### config.mk
export PLATFORM = sky130hd
export DESIGN_NAME = disp2isq_serializer_flat
export DESIGN_NICKNAME = d
export VERILOG_FILES = /design/src/rtl/disp2isq_serializer_if.sv /design/src/rtl/disp2isq_serializer.sv /design/src/flat_wrapper.sv
export SDC_FILE = /design/constraint.sdc
export NUM_CORES = 1
export LEC_CHECK = 0
export BUFFER_PORTS_ARGS = -buffer_cell sky130_fd_sc_hd__buf_2
export CAP_MARGIN = 5
export CELL_PAD_IN_SITES_DETAIL_PLACEMENT = 1
export CELL_PAD_IN_SITES_GLOBAL_PLACEMENT = 1
export CORE_AREA = 2 2 298 300
export DETAILED_ROUTE_END_ITERATION = 8
export DIE_AREA = 0 0 300 302
export GPL_ROUTABILITY_DRIVEN = 0
export HOLD_SLACK_MARGIN = 0.12
export PLACE_DENSITY_LB_ADDON = 0.1
export SLEW_MARGIN = 20
export SYNTH_ARGS = -nofsm -noshare
export SYNTH_HDL_FRONTEND = slang
export SYNTH_SLANG_ARGS = --single-unit
### constraint.sdc
create_clock -name clock -period 4.1 [get_ports clock]
set_clock_uncertainty 0.2 [all_clocks]
set_input_delay 1.23 -clock clock [delete_from_list [all_inputs] [get_ports clock]]
set_output_delay 1.23 -clock clock [all_outputs]
set_load 0.01 [all_outputs]
### src/rtl/disp2isq_serializer_if.sv
// Handshake bundle between the 2-wide dispatch stage, the serializer and the
// 1-read/1-write issue queue. The serializer connects through the slave
// modport; the driving environment (dispatch + issue queue side) uses master.
interface disp2isq_serializer_if #(
  parameter int DATA_WIDTH      = 248,
  parameter int CONDITION_WIDTH = 2,
  parameter int ROBID_WIDTH     = 7
);

  // Dispatch side: up to two renamed instructions per cycle, lane 0 is older.
  logic                       disp_instr0_valid;
  logic [DATA_WIDTH-1:0]      disp_instr0_data;
  logic [CONDITION_WIDTH-1:0] disp_instr0_condition;
  logic                       disp_instr1_valid;
  logic [DATA_WIDTH-1:0]      disp_instr1_data;
  logic [CONDITION_WIDTH-1:0] disp_instr1_condition;
  logic                       disp_ready;

  // Issue queue enqueue handshake, one instruction per cycle.
  logic                       enqueue_valid;
  logic                       enqueue_ready;
  logic [DATA_WIDTH-1:0]      enqueue_data;
  logic [CONDITION_WIDTH-1:0] enqueue_condition;

  // Wakeup broadcast.
  logic                       update_condition_valid;
  logic [CONDITION_WIDTH-1:0] update_condition_mask;
  logic [ROBID_WIDTH-1:0]     update_condition_robid;
  logic [CONDITION_WIDTH-1:0] update_condition_data;

  // Pipeline flush and status.
  logic                       flush_valid;
  logic [1:0]                 occupancy;

  modport master (
    output disp_instr0_valid, disp_instr0_data, disp_instr0_condition,
    output disp_instr1_valid, disp_instr1_data, disp_instr1_condition,
    input  disp_ready,
    input  enqueue_valid, enqueue_data, enqueue_condition,
    output enqueue_ready,
    output update_condition_valid, update_condition_mask,
    output update_condition_robid, update_condition_data,
    output flush_valid,
    input  occupancy
  );

  modport slave (
    input  disp_instr0_valid, disp_instr0_data, disp_instr0_condition,
    input  disp_instr1_valid, disp_instr1_data, disp_instr1_condition,
    output disp_ready,
    output enqueue_valid, enqueue_data, enqueue_condition,
    input  enqueue_ready,
    input  update_condition_valid, update_condition_mask,
    input  update_condition_robid, update_condition_data,
    input  flush_valid,
    output occupancy
  );

endinterface

### src/rtl/disp2isq_serializer.sv
// Dispatch-to-issue-queue serializer. Buffers up to two renamed instructions
// in a 2-slot ring (head slot is the older one) and hands them to the issue
// queue one per cycle in program order. Wakeup broadcasts keep buffered
// conditions current; a flush empties the ring.
module disp2isq_serializer #(
  parameter int DATA_WIDTH      = 248,
  parameter int CONDITION_WIDTH = 2,
  parameter int ROBID_WIDTH     = 7
) (
  input logic                  clock,
  input logic                  reset_n,
  disp2isq_serializer_if.slave bus
);

  // Ring storage and head pointer.
  logic [1:0]                 slot_valid_q, slot_valid_d;
  logic [DATA_WIDTH-1:0]      slot_data_q [2];
  logic [DATA_WIDTH-1:0]      slot_data_d [2];
  logic [CONDITION_WIDTH-1:0] slot_cond_q [2];
  logic [CONDITION_WIDTH-1:0] slot_cond_d [2];
  logic                       head_q, head_d;

  // Handshake decode.
  logic [1:0]                 occupancy_w;
  logic                       enqueue_valid_w;
  logic                       enqueue_fire;
  logic                       disp_ready_w;
  logic                       accept;
  logic                       lane1_accept;

  // Applies a same-cycle wakeup broadcast to one condition vector when the
  // payload's robid field matches the broadcast target.
  function automatic logic [CONDITION_WIDTH-1:0] wake(
    input logic [DATA_WIDTH-1:0]      payload,
    input logic [CONDITION_WIDTH-1:0] cond,
    input logic                       upd_valid,
    input logic [ROBID_WIDTH-1:0]     upd_robid,
    input logic [CONDITION_WIDTH-1:0] upd_mask,
    input logic [CONDITION_WIDTH-1:0] upd_data
  );
    if (upd_valid && (payload[DATA_WIDTH-1 -: ROBID_WIDTH] == upd_robid))
      return (cond & ~upd_mask) | (upd_data & upd_mask);
    else
      return cond;
  endfunction

  assign occupancy_w = {1'b0, slot_valid_q[0]} + {1'b0, slot_valid_q[1]};

  // Handshake decode: a pair is only taken when the ring will be empty after
  // this cycle's fire, which keeps lane 0 always landing on the new head.
  always_comb begin
    enqueue_valid_w = slot_valid_q[head_q] && !bus.flush_valid;
    enqueue_fire    = enqueue_valid_w && bus.enqueue_ready;
    disp_ready_w    = !bus.flush_valid &&
                      ((occupancy_w == 2'd0) ||
                       ((occupancy_w == 2'd1) && enqueue_fire));
    accept          = disp_ready_w && bus.disp_instr0_valid;
    lane1_accept    = accept && bus.disp_instr1_valid;
  end

  assign bus.enqueue_valid     = enqueue_valid_w;
  assign bus.disp_ready        = disp_ready_w;
  assign bus.occupancy         = occupancy_w;
  assign bus.enqueue_data      = slot_data_q[head_q];
  assign bus.enqueue_condition = wake(slot_data_q[head_q], slot_cond_q[head_q],
                                      bus.update_condition_valid,
                                      bus.update_condition_robid,
                                      bus.update_condition_mask,
                                      bus.update_condition_data);

  // Next-state: flush wins outright; otherwise retire the head on fire, wake
  // surviving entries, then place accepted lanes starting at the new head.
  always_comb begin
    slot_valid_d = slot_valid_q;
    head_d       = head_q;
    for (int i = 0; i < 2; i++) begin
      slot_data_d[i] = slot_data_q[i];
      slot_cond_d[i] = slot_cond_q[i];
    end

    if (bus.flush_valid) begin
      slot_valid_d = 2'b00;
      head_d       = 1'b0;
    end else begin
      if (enqueue_fire) begin
        slot_valid_d[head_q] = 1'b0;
        head_d               = ~head_q;
      end

      for (int i = 0; i < 2; i++) begin
        if (slot_valid_d[i])
          slot_cond_d[i] = wake(slot_data_q[i], slot_cond_q[i],
                                bus.update_condition_valid,
                                bus.update_condition_robid,
                                bus.update_condition_mask,
                                bus.update_condition_data);
      end

      if (accept) begin
        slot_valid_d[head_d] = 1'b1;
        slot_data_d[head_d]  = bus.disp_instr0_data;
        slot_cond_d[head_d]  = wake(bus.disp_instr0_data,
                                    bus.disp_instr0_condition,
                                    bus.update_condition_valid,
                                    bus.update_condition_robid,
                                    bus.update_condition_mask,
                                    bus.update_condition_data);
      end

      if (lane1_accept) begin
        slot_valid_d[~head_d] = 1'b1;
        slot_data_d[~head_d]  = bus.disp_instr1_data;
        slot_cond_d[~head_d]  = wake(bus.disp_instr1_data,
                                     bus.disp_instr1_condition,
                                     bus.update_condition_valid,
                                     bus.update_condition_robid,
                                     bus.update_condition_mask,
                                     bus.update_condition_data);
      end
    end
  end

  // State registers with asynchronous active-low reset.
  always_ff @(posedge clock or negedge reset_n) begin
    if (!reset_n) begin
      slot_valid_q <= 2'b00;
      head_q       <= 1'b0;
      for (int i = 0; i < 2; i++) begin
        slot_data_q[i] <= '0;
        slot_cond_q[i] <= '0;
      end
    end else begin
      slot_valid_q <= slot_valid_d;
      head_q       <= head_d;
      for (int i = 0; i < 2; i++) begin
        slot_data_q[i] <= slot_data_d[i];
        slot_cond_q[i] <= slot_cond_d[i];
      end
    end
  end

endmodule

### src/flat_wrapper.sv
// flat-port wrapper written by rule: the top's interface ports become plain ports
module disp2isq_serializer_flat 
#(
  parameter int DATA_WIDTH      = 248,
  parameter int CONDITION_WIDTH = 2,
  parameter int ROBID_WIDTH     = 7
)
  (clock, reset_n, bus_disp_instr0_valid, bus_disp_instr0_data, bus_disp_instr0_condition, bus_disp_instr1_valid, bus_disp_instr1_data, bus_disp_instr1_condition, bus_disp_ready, bus_enqueue_valid, bus_enqueue_data, bus_enqueue_condition, bus_enqueue_ready, bus_update_condition_valid, bus_update_condition_mask, bus_update_condition_robid, bus_update_condition_data, bus_flush_valid, bus_occupancy);
  disp2isq_serializer_if #(.DATA_WIDTH(DATA_WIDTH), .CONDITION_WIDTH(CONDITION_WIDTH), .ROBID_WIDTH(ROBID_WIDTH)) bus_i ();
  input logic clock;
  input logic reset_n;
  input wire logic [$bits(bus_i.disp_instr0_valid)-1:0] bus_disp_instr0_valid;
  input wire logic [$bits(bus_i.disp_instr0_data)-1:0] bus_disp_instr0_data;
  input wire logic [$bits(bus_i.disp_instr0_condition)-1:0] bus_disp_instr0_condition;
  input wire logic [$bits(bus_i.disp_instr1_valid)-1:0] bus_disp_instr1_valid;
  input wire logic [$bits(bus_i.disp_instr1_data)-1:0] bus_disp_instr1_data;
  input wire logic [$bits(bus_i.disp_instr1_condition)-1:0] bus_disp_instr1_condition;
  output wire logic [$bits(bus_i.disp_ready)-1:0] bus_disp_ready;
  output wire logic [$bits(bus_i.enqueue_valid)-1:0] bus_enqueue_valid;
  output wire logic [$bits(bus_i.enqueue_data)-1:0] bus_enqueue_data;
  output wire logic [$bits(bus_i.enqueue_condition)-1:0] bus_enqueue_condition;
  input wire logic [$bits(bus_i.enqueue_ready)-1:0] bus_enqueue_ready;
  input wire logic [$bits(bus_i.update_condition_valid)-1:0] bus_update_condition_valid;
  input wire logic [$bits(bus_i.update_condition_mask)-1:0] bus_update_condition_mask;
  input wire logic [$bits(bus_i.update_condition_robid)-1:0] bus_update_condition_robid;
  input wire logic [$bits(bus_i.update_condition_data)-1:0] bus_update_condition_data;
  input wire logic [$bits(bus_i.flush_valid)-1:0] bus_flush_valid;
  output wire logic [$bits(bus_i.occupancy)-1:0] bus_occupancy;
  assign bus_i.disp_instr0_valid = bus_disp_instr0_valid;
  assign bus_i.disp_instr0_data = bus_disp_instr0_data;
  assign bus_i.disp_instr0_condition = bus_disp_instr0_condition;
  assign bus_i.disp_instr1_valid = bus_disp_instr1_valid;
  assign bus_i.disp_instr1_data = bus_disp_instr1_data;
  assign bus_i.disp_instr1_condition = bus_disp_instr1_condition;
  assign bus_disp_ready = bus_i.disp_ready;
  assign bus_enqueue_valid = bus_i.enqueue_valid;
  assign bus_enqueue_data = bus_i.enqueue_data;
  assign bus_enqueue_condition = bus_i.enqueue_condition;
  assign bus_i.enqueue_ready = bus_enqueue_ready;
  assign bus_i.update_condition_valid = bus_update_condition_valid;
  assign bus_i.update_condition_mask = bus_update_condition_mask;
  assign bus_i.update_condition_robid = bus_update_condition_robid;
  assign bus_i.update_condition_data = bus_update_condition_data;
  assign bus_i.flush_valid = bus_flush_valid;
  assign bus_occupancy = bus_i.occupancy;
  disp2isq_serializer #(.DATA_WIDTH(DATA_WIDTH), .CONDITION_WIDTH(CONDITION_WIDTH), .ROBID_WIDTH(ROBID_WIDTH)) u_core (.clock(clock), .reset_n(reset_n), .bus(bus_i));
endmodule
==> impl_metrics.ini <==
[run_status]
status = completed

[placed_design]
dpl-instance-area_um2 = 29340
hpwl_um = 77960
io_buffer_count = 771

[die]
die_x_um = 300
rows = 109
coreArea_um2 = 87560
num_io_pins = 772
fp.dieH_um = 302
die-area_um2 = 90600
start_util_pct = 27.30

[critical_path]
critPathLaunch = u_core.head_q
timing.rr.start = u_core.head_q
cp_cell_sequence = mux2_4, xor2_2, nor4_2, buf_4, nand3_4, mux2i_4, buf_6
cp_num_buf_inv = 2
crit_type = flop to output port
worstPathRequired_ps = 2670
worst_ep_arrival_time_ps = 2660
start_kind = flop
cpLargestDelayFamily = multiplexers
crit_fanout = 8
end_kind = output port
crit_slowest_cell = dfrtp_4
cpPeakStageDelay_ps = 560

[synthesis]
netlist_area_um2 = 23910
yosysSeqAreaShare_pct = 52.65
ys_async_sr_fraction_pct = 100.0
synth_edf_count = 0
ys_types = 47
ys_ff_latch = 503
synth_nets = 3360
synth.avg_cell_area_um2 = 8.417
yosys_warnings = 0
synthCells = 2840
ys.flop_type = dfrtp_1

[global_route]
grt_remaining_overflow = 0
antenna_found_initial = 66
track_usage_pct = 23.41
grt_pass1_vias = 26114
grt_max_degree = 181
grt_pass1_wl_um = 163600

[power_and_ir_drop]
clockPowerShare_pct = 33.5
p_int_mw = 11.13
power_switching_mw = 5.270
seqPwrFrac_pct = 41.1
swShare_pct = 32.14
peakVddDrop_mv = 0.2678
p_leak_nw = 14.59
powerDensity_nw_per_um2 = 519.8
pwr-share-comb_pct = 25.4

[routing]
ant_nets = 0
wl_per_cell_um = 23.20
first_pass_iters = 5
drt_iter0_markers = 1250
wl_um = 111000
via_per_inst = 5.146
vias = 24615
drc = 0

[clock_network]
cts-buffers-inserted = 61
htreeDepth = 2
cts-root-buf = clkbuf_16
clk_path_buf_depth = 3
cts_hold_buf = 0
cts_sinks = 503
clkTransAtPathRegs_ps = 60
clk_latency_ps = 620
cts_tree = done

[sta]
finalCriticalPeriod_ps = 4085
timing.final.crit_share_pct = 99.64
fmax_mhz = 244.8
slew-limit-headroom_pct = 29.87
slew_violations = 0
worst-slew-pin-transition_ps = 1052
timing.hold.ws_ps = 306.1
finalHoldViolations = 0
rsz0062_at_grt = true
finalSetupViolCount = 0
setup_tns_ps = 0

[layout]
design_area_um2 = 31550
final_cell_mix = 769 x buf_2, 502 x dfrtp_1, 500 x nor2_1, 496 x o22ai_1, 257 x inv_1
area_growth_pct = 31.98
layout_commonest_cell = buf_2
nNetsFinal = 4055
drive_gt1_share_pct = 27.13

[worst_hold_path]
min_from = u_core.slot_data_q[272]
hold_path.class = flop to flop

[run]
drv_cap = 0
==> kinds of logic after synthesis <==
logic type	count (synthesis)	synth area share [%]
xor gates and xnor gates	35	1.282
AOI/OAI and AO/OA	1019	24.33
DFF	503	52.65
buffers and inverters	484	8.338
and+or+nand+nor	786	12.79
adders and majority gates	2	0.1047
muxes	11	0.4973
==> worst register-to-register path, delay by kind of cell (launching register included) <==
family,cells,cell delay (ps)
AOI/OAI and AO/OA,3,1350
buffers and inverters,2,630
DFF,1,530
muxes,1,240
and+or+nand+nor,1,170
==> through the flow <==
stage / setup slack (ps) / power (mW) / utilization (%) / cells
6_report: 14.78 / 16.40 / 36.04 / 4783
5_1_grt: -80.69 / 17.37 / 36.02 / 4779
4_1_cts: -98.36 / 16.60 / 35.85 / 4742
3_5_place_dp: -119.3 / 10.99 / 33.51 / 4634
3_3_place_gp: -167.2 / 10.74 / 33.51 / 4634
2_1_floorplan: 300.0 / 8.925 / - / 2840
==> path summary, 6_finish.rpt <==
check	end	slack [ps]	cells past startpoint
worst min-delay path	u_core.slot_data_q[272]	310	2
worst max register to register	u_core.slot_data_q[326]	840	7
max in group asynchronous	u_core.slot_data_q[124]	2230	3
min in group asynchronous	u_core.slot_data_q[438]	320	1
worst min register to register	u_core.slot_data_q[272]	310	2
worst max-delay path	bus_enqueue_condition[1]	10	7
==> layout make-up <==
type	instances	area, µm²
clock buffers	93	1797
fillers	10583	56010
diodes	39	97.59
inverters	257	964.7
well taps	1165	1458
multi-input cells	1853	9439
flip-flops and latches	503	12590
repair buffers	859	5004
clock inverters	14	201.4
==> per-layer routing <==
layer,vias up,wire length (µm),track usage [%],share of wire (%)
li1,11220,-,-,-
met1,12436,43630,27.79,39
met3,236,6645,5.717,6.0
met2,679,55770,40.20,50
met4,44,4634,10.35,4.2
met5,-,270,0,0.24
==> cell usage after synthesis, drive strengths merged, types with 2 or more instances <==
cell type / instances / area [µm²]
xnor2: 20 / 175.2
o211ai: 3 / 22.52
a21oi: 250 / 1251
nor3: 2 / 10.01
nand4: 6 / 37.54
o21a: 2 / 15.01
nand3b: 3 / 22.52
or4: 3 / 22.52
nand2: 250 / 938.4
mux2i: 4 / 40.04
clkbuf: 110 / 412.9
nor4: 7 / 43.79
nor2: 500 / 1877
xor2: 15 / 131.4
buf: 117 / 615.6
o41a: 2 / 22.52
nand3: 4 / 25.02
and3: 2 / 12.51
o21bai: 2 / 15.01
o22ai: 496 / 3103
a31oi: 2 / 12.51
a21boi: 2 / 15.02
ha: 2 / 25.02
o31a: 2 / 17.52
a311oi: 2 / 17.52
mux2: 7 / 78.83
and2: 3 / 18.77
inv: 257 / 964.7
dfrtp: 503 / 12590
o311ai: 3 / 26.28
o21ai: 248 / 1241
and4: 2 / 17.52
==> power groups by stage <==
stage                     registers, mW  logic, mW  clock network [mW]
after global routing               6.86       4.62                5.89
after floorplan                    6.65       2.27                   0
after global placement             6.73       4.01                   0
final                              6.74       4.16                5.50
after detailed placement           6.81       4.17                   0
after CTS                          6.73       4.20                5.68
==> state kept, by name (all words and copies together), names as in the netlist <==
name and cells:
u_core.head_q 1, u_core.slot_data_q 496, u_core.slot_cond_q 4, u_core.slot_valid_q 2
==> repair_timing <==
item / CTS / global route
gates resized for setup: 7 / 14
setup endpoints to repair: 18 / 49
pin swaps: 1 / 1
buffers inserted: 1 / 2
No activity file was read; power rests on OpenSTA's default activity.
